<file path="src/rtl/uart_tx.sv">
// uart_tx: 8N1 serial transmitter with a one-byte holding register and a
// run-time selectable bit rate.
//
// Ports:
//   clk      in   system clock, rising edge
//   rst      in   synchronous active-high reset
//   data     in   [7:0] byte to send, captured when valid && ready
//   valid    in   upstream has a byte
//   ready    out  holding register empty
//   baud_sel in   [1:0] 00:DIV_BASE 01:/2 10:/4 11:/12 clocks per bit
//   tx       out  registered serial line, idle high
//   busy     out  frame on the line (start through stop bit)

module uart_tx #(
  parameter int unsigned DIV_BASE = 10416
) (
  input  logic       clk,
  input  logic       rst,
  input  logic [7:0] data,
  input  logic       valid,
  output logic       ready,
  input  logic [1:0] baud_sel,
  output logic       tx,
  output logic       busy
);

  localparam int unsigned CntW = $clog2(DIV_BASE + 1);

  localparam logic [CntW-1:0] Lim0 = CntW'(DIV_BASE - 1);
  localparam logic [CntW-1:0] Lim1 = CntW'(DIV_BASE / 2 - 1);
  localparam logic [CntW-1:0] Lim2 = CntW'(DIV_BASE / 4 - 1);
  localparam logic [CntW-1:0] Lim3 = CntW'(DIV_BASE / 12 - 1);

  typedef enum logic [1:0] {StIdle, StStart, StData, StStop} state_e;

  state_e          state_q, state_d;
  logic [7:0]      hold_q, hold_d;
  logic            hold_full_q, hold_full_d;
  logic [7:0]      shift_q, shift_d;
  logic [CntW-1:0] cnt_q, cnt_d;
  logic [CntW-1:0] lim_q, lim_d;
  logic [2:0]      idx_q, idx_d;
  logic            tx_q, tx_d;
  logic            busy_q, busy_d;

  logic            bit_end;
  logic            load;

  assign bit_end = (cnt_q == lim_q);
  assign ready   = ~hold_full_q;
  assign tx      = tx_q;
  assign busy    = busy_q;

  // State register plus datapath registers.
  always_ff @(posedge clk) begin
    if (rst) begin
      state_q     <= StIdle;
      hold_q      <= 8'h00;
      hold_full_q <= 1'b0;
      shift_q     <= 8'h00;
      cnt_q       <= '0;
      lim_q       <= '0;
      idx_q       <= 3'd0;
      tx_q        <= 1'b1;
      busy_q      <= 1'b0;
    end else begin
      state_q     <= state_d;
      hold_q      <= hold_d;
      hold_full_q <= hold_full_d;
      shift_q     <= shift_d;
      cnt_q       <= cnt_d;
      lim_q       <= lim_d;
      idx_q       <= idx_d;
      tx_q        <= tx_d;
      busy_q      <= busy_d;
    end
  end

  // Next-state logic. load marks the cycle a held byte moves into the
  // shift register, which also starts a new frame.
  always_comb begin
    state_d = state_q;
    load    = 1'b0;
    unique case (state_q)
      StIdle: begin
        if (hold_full_q) begin
          state_d = StStart;
          load    = 1'b1;
        end
      end
      StStart: begin
        if (bit_end) state_d = StData;
      end
      StData: begin
        if (bit_end && (idx_q == 3'd7)) state_d = StStop;
      end
      StStop: begin
        if (bit_end) begin
          if (hold_full_q) begin
            state_d = StStart;
            load    = 1'b1;
          end else begin
            state_d = StIdle;
          end
        end
      end
      default: state_d = StIdle;
    endcase
  end

  // Datapath next-state: holding register, shift register, counters and
  // the per-frame bit length.
  always_comb begin
    hold_d      = hold_q;
    hold_full_d = hold_full_q;
    shift_d     = shift_q;
    cnt_d       = cnt_q;
    lim_d       = lim_q;
    idx_d       = idx_q;

    // load and accept are mutually exclusive: load needs a full holding
    // register, accept needs an empty one.
    if (load) begin
      hold_full_d = 1'b0;
    end else if (valid && ready) begin
      hold_d      = data;
      hold_full_d = 1'b1;
    end

    if (load) begin
      shift_d = hold_q;
      cnt_d   = '0;
      idx_d   = 3'd0;
      // Rate is frozen for the whole frame.
      unique case (baud_sel)
        2'b00:   lim_d = Lim0;
        2'b01:   lim_d = Lim1;
        2'b10:   lim_d = Lim2;
        default: lim_d = Lim3;
      endcase
    end else if (state_q != StIdle) begin
      cnt_d = bit_end ? '0 : cnt_q + CntW'(1);
      if ((state_q == StData) && bit_end) begin
        shift_d = {1'b0, shift_q[7:1]};
        if (idx_q != 3'd7) idx_d = idx_q + 3'd1;
      end
    end
  end

  // Output logic. tx and busy are registered, so the line trails the
  // state by one clock uniformly and every bit still lasts exactly N clocks.
  always_comb begin
    tx_d   = 1'b1;
    busy_d = (state_q != StIdle);
    unique case (state_q)
      StStart: tx_d = 1'b0;
      StData:  tx_d = shift_q[0];
      default: tx_d = 1'b1;
    endcase
  end

endmodule

</file>
<file path="config.mk">
export PLATFORM = sky130hd
export DESIGN_NAME = uart_tx
export DESIGN_NICKNAME = d
export VERILOG_FILES = /design/src/rtl/uart_tx.sv
export SDC_FILE = /design/constraint.sdc
export NUM_CORES = 1
export LEC_CHECK = 0
export CAP_MARGIN = 10
export CORE_MARGIN = 2
export CORE_UTILIZATION = 35
export CTS_BUF_LIST = sky130_fd_sc_hd__clkbuf_4
export CTS_CLUSTER_DIAMETER = 40
export DETAILED_ROUTE_END_ITERATION = 10
export PLACE_DENSITY = 0.54
export SLEW_MARGIN = 20
export SYNTH_ARGS = -nofsm -noshare
export SYNTH_HDL_FRONTEND = slang
export SYNTH_SLANG_ARGS = --single-unit
</file>
<file path="constraint.sdc">
create_clock -name clk -period 1.85 [get_ports clk]
set_clock_uncertainty 0.15 [all_clocks]
set_input_delay 0.2775 -clock clk [delete_from_list [all_inputs] [get_ports clk]]
set_output_delay 0.2775 -clock clk [all_outputs]
set_load 0.03 [all_outputs]
</file>
==> summary.md <==
| Metric | Value |
|---|---|
| Syn Nets | `roughly 260` |
| Sequential Power Share | `0.407` |
| Mapped Area | `about 2100 um2` |
| HP Class | `register to register` |
| RSZ-0062 raised after global routing | `true` |
| Overflow after GRT | `0` |
| PortBufs | `15` |
| Clk_lat worst skew | `0.36 ns` |
| TritonCTS buffer count | `5` |
| Asr flop ratio synth | `0` |
| Area delta synth->final | `36.3%` |
| Startpoint Class | `register` |
| Logic pwr share | `0.431` |
| Clock Sinks | `47` |
| Slowest cell on crit path | `or3b_4` |
| Area of the multi-input gates | `1260 um2` |
| DR vias | `about 1800` |
| DR DRC count | `0` |
| Power Dens Cells | `1070 nW/um2` |
| Most common cell after layout, fill and taps aside | `dfxtp_1` |
| Crit Path Max Fanout | `7` |
| Seq cells post-synth | `between 40 and 50` |
| Clock network power share | `0.162` |
| Fin nets | `309` |
| Die width | `82.1 um` |
| Max-cap violations | `0` |
| Sw power | `1.13 mW` |
| Least-Margin Pin Slew | `0.410 ns` |
| Ant. Diodes | `0` |
| Core Box Area | `5920 um2` |
| Vias per cell | `4.81` |
| Antenna Nets Post-Route | `0` |
| Dpl ws | `-0.133 ns` |
| Cell variety after synth | `37` |
| Final worst slack | `-0.146 ns` |
| GP Congestion | `roughly 0.76` |
| Max-slew violations | `0` |
| First-pass GRT wire length | `7560 um` |
| DRT Pass-1 Iters | `4` |
| Drt wl/cell | `approximately 13 um` |
| Initial antenna violation count | `0` |
| Crit share post-route | `1.08` |
| Crit Path Category | `register to register` |
| Syn Inst Count | `235` |
| Seq/Total Area, Yosys | `0.441` |
| Required @ worst endpoint | `2.00 ns` |
| # IOs | `16` |
| Tot Pwr | `3.12 mW` |
| Initial DRC count | `65` |
| Status | `finished with violations` |
| Initial Utilization | `0.361` |
| Peak per-stage delay on the critical path | `around 0.43 ns` |
| Clk root buf | `clkbuf_4` |
| Final Setup Violations | `21` |
| WP data arrival | `2.14 ns` |
| CP Cell Sequence | `xor2_1 > a221o_1 > nor3_4 > nand4_4 > or3b_4 > a211oi_2` |
| Violated checks | `negative setup slack` |
| CTS tree | `done` |
| Avg Inst Size Synth | `9.08 um2` |
| Peak VDD IR | `424 uV` |
| Placed Cells incl. Taps | `354` |
| Switch share | `0.361` |
| Ys flop type | `dfxtp_1` |
| Fillcell total | `approximately 580` |
| Placed wire-length estimate | `between 3000 and 4000 um` |
| LEAKAGE | `around 1.2 nW` |
| Fmax | `501 MHz` |
| Worst-path clk slew | `about 0.15 ns` |
| DRT Wirelength | `approximately 4700 um` |
| Layout cells sized above 1 | `0.331` |
| Layout Cells excl Fill | `365` |
| Min Tclk post-route | `approximately 2.0 ns` |
| Relative slew slack | `0.726` |
| Site row count | `28` |
| Util after Layout | `0.491` |
| Clk buf depth | `2` |
| Die area | `approximately 6700 um2` |
| Die outline height | `about 82 um` |
| Vias in the first global route | `1627` |
| Total GRT Usage | `0.150` |
| H-tree depth | `2` |
| Most frequent cells in the layout | `dfxtp_1 (38), buf_4 (36), nor2_1 (32), mux2i_1 (17)` |
| Pin count of the biggest net entering global routing | `18` |
| Reg area | `952 um2` |
| P_int | `between 1.5 and 2 mW` |
| Post-synth EDFFs | `0` |
| Yosys warns | `0` |
| CP endpoint kind | `register` |
| Hold Vio Cnt, Final | `0` |
[logic make-up (layout without fill, tap and decap cells)]
family | Yosys count | count (layout) | share of synthesized area
multiplexers | 17 | 17 | 0.0797
AND/OR/NAND/NOR | 86 | 86 | 0.205
XOR/XNOR | 19 | 19 | 0.0815
buffers and inverters | 21 | 76 | 0.0422
adder cells (fa/ha/maj) | 7 | 7 | 0.0410
flip-flops | 47 | 47 | 0.441
AO/OA/AOI/OAI | 38 | 38 | 0.110
[state kept, by name, indices dropped and copies added, names as in the netlist, 2 cells and up]
name     flops
cnt_q       14
state_q      2
shift_q      8
idx_q        3
hold_q       8
lim_q        9
[layout make-up]
cell class / count / share of cell area
clock buffers: 5 / 0.0129
clock inverters: 3 / 0.00774
inverters: 10 / 0.0129
multi-input cells: 167 / 0.432
flip-flops and latches: 47 / 0.327
well taps: 75 / 0.0323
repair buffers: 58 / 0.175
[metal layers]
layer  GRT usage  share of wire  vias to the layer above
li1            -              -                      923
met3      0.0326          0.026                        6
met5           0              0                        -
met4      0.0400          0.012                        0
met2       0.255           0.48                       18
met1       0.192           0.48                      810
[critical path, delay by kind of cell (launching register included)]
kind            cells  cell delay, ns
xor+xnor            1            0.15
flops               1            0.35
simple gates        3            0.77
compound gates      2            0.51
[synthesized netlist by cell type, types with 3 or more instances]
| cell type | number | area, um2 |
|---|---|---|
| a211oi_1 | 4 | 30.0 |
| dfxtp_1 | 47 | 941 |
| mux2i_1 | 17 | 170 |
| a21oi_1 | 13 | 65.1 |
| inv_1 | 10 | 37.5 |
| ha_1 | 7 | 87.6 |
| buf_2 | 3 | 15.0 |
| xnor2_1 | 9 | 78.8 |
| clkbuf_1 | 7 | 26.3 |
| o21ai_0 | 11 | 55.1 |
| nor3_1 | 6 | 30.0 |
| nand2_1 | 15 | 56.3 |
| and3_1 | 5 | 31.3 |
| nand3_1 | 6 | 30.0 |
| xor2_1 | 9 | 78.8 |
| nand4_1 | 6 | 37.5 |
| nor2_1 | 33 | 124 |
| or3_1 | 3 | 18.8 |
[worst paths after layout]
check / cells past startpoint / startpoint / endpoint / slack [ns]
min reg2reg: 2 / lim_q[9]$_SDFFE_PP0P_ / lim_q[9]$_SDFFE_PP0P_ / 0.33
min: 2 / lim_q[9]$_SDFFE_PP0P_ / lim_q[9]$_SDFFE_PP0P_ / 0.33
max reg2reg: 6 / lim_q[6]$_SDFFE_PP0P_ / idx_q[1]$_SDFFE_PP0P_ / -0.15
max: 6 / lim_q[6]$_SDFFE_PP0P_ / idx_q[1]$_SDFFE_PP0P_ / -0.15
[power groups by stage]
stage	combinational, mW	clock, mW	sequential (mW)
detailed placement	1.16	0	1.29
global placement	1.16	0	1.29
finish	1.34	0.505	1.27
global route	1.46	0.587	1.30
CTS	1.26	0.535	1.27
floorplan	0.714	0	1.31
[metrics by stage]
| step | area, um2 | setup TNS [ns] | hold WS (ns) |
|---|---|---|---|
| 6_report | 2910 | -1.34 | 0.326 |
| 3_5_place_dp | 2680 | -1.09 | 0.302 |
| 2_1_floorplan | 2180 | -0.0760 | 0.243 |
| 5_1_grt | 2910 | -4.77 | 0.342 |
| 4_1_cts | 2820 | -1.01 | 0.321 |
| 3_3_place_gp | 2680 | -0.811 | 0.297 |
[timing repair]
action | CTS | global route
gates resized for setup | 22 | 19
setup endpoints to repair | 24 | 38
setup buffers | 2 | 1
hold buffers | 0 | 0
pin swaps | 13 | 5
No activity file was read; power rests on OpenSTA's default activity.
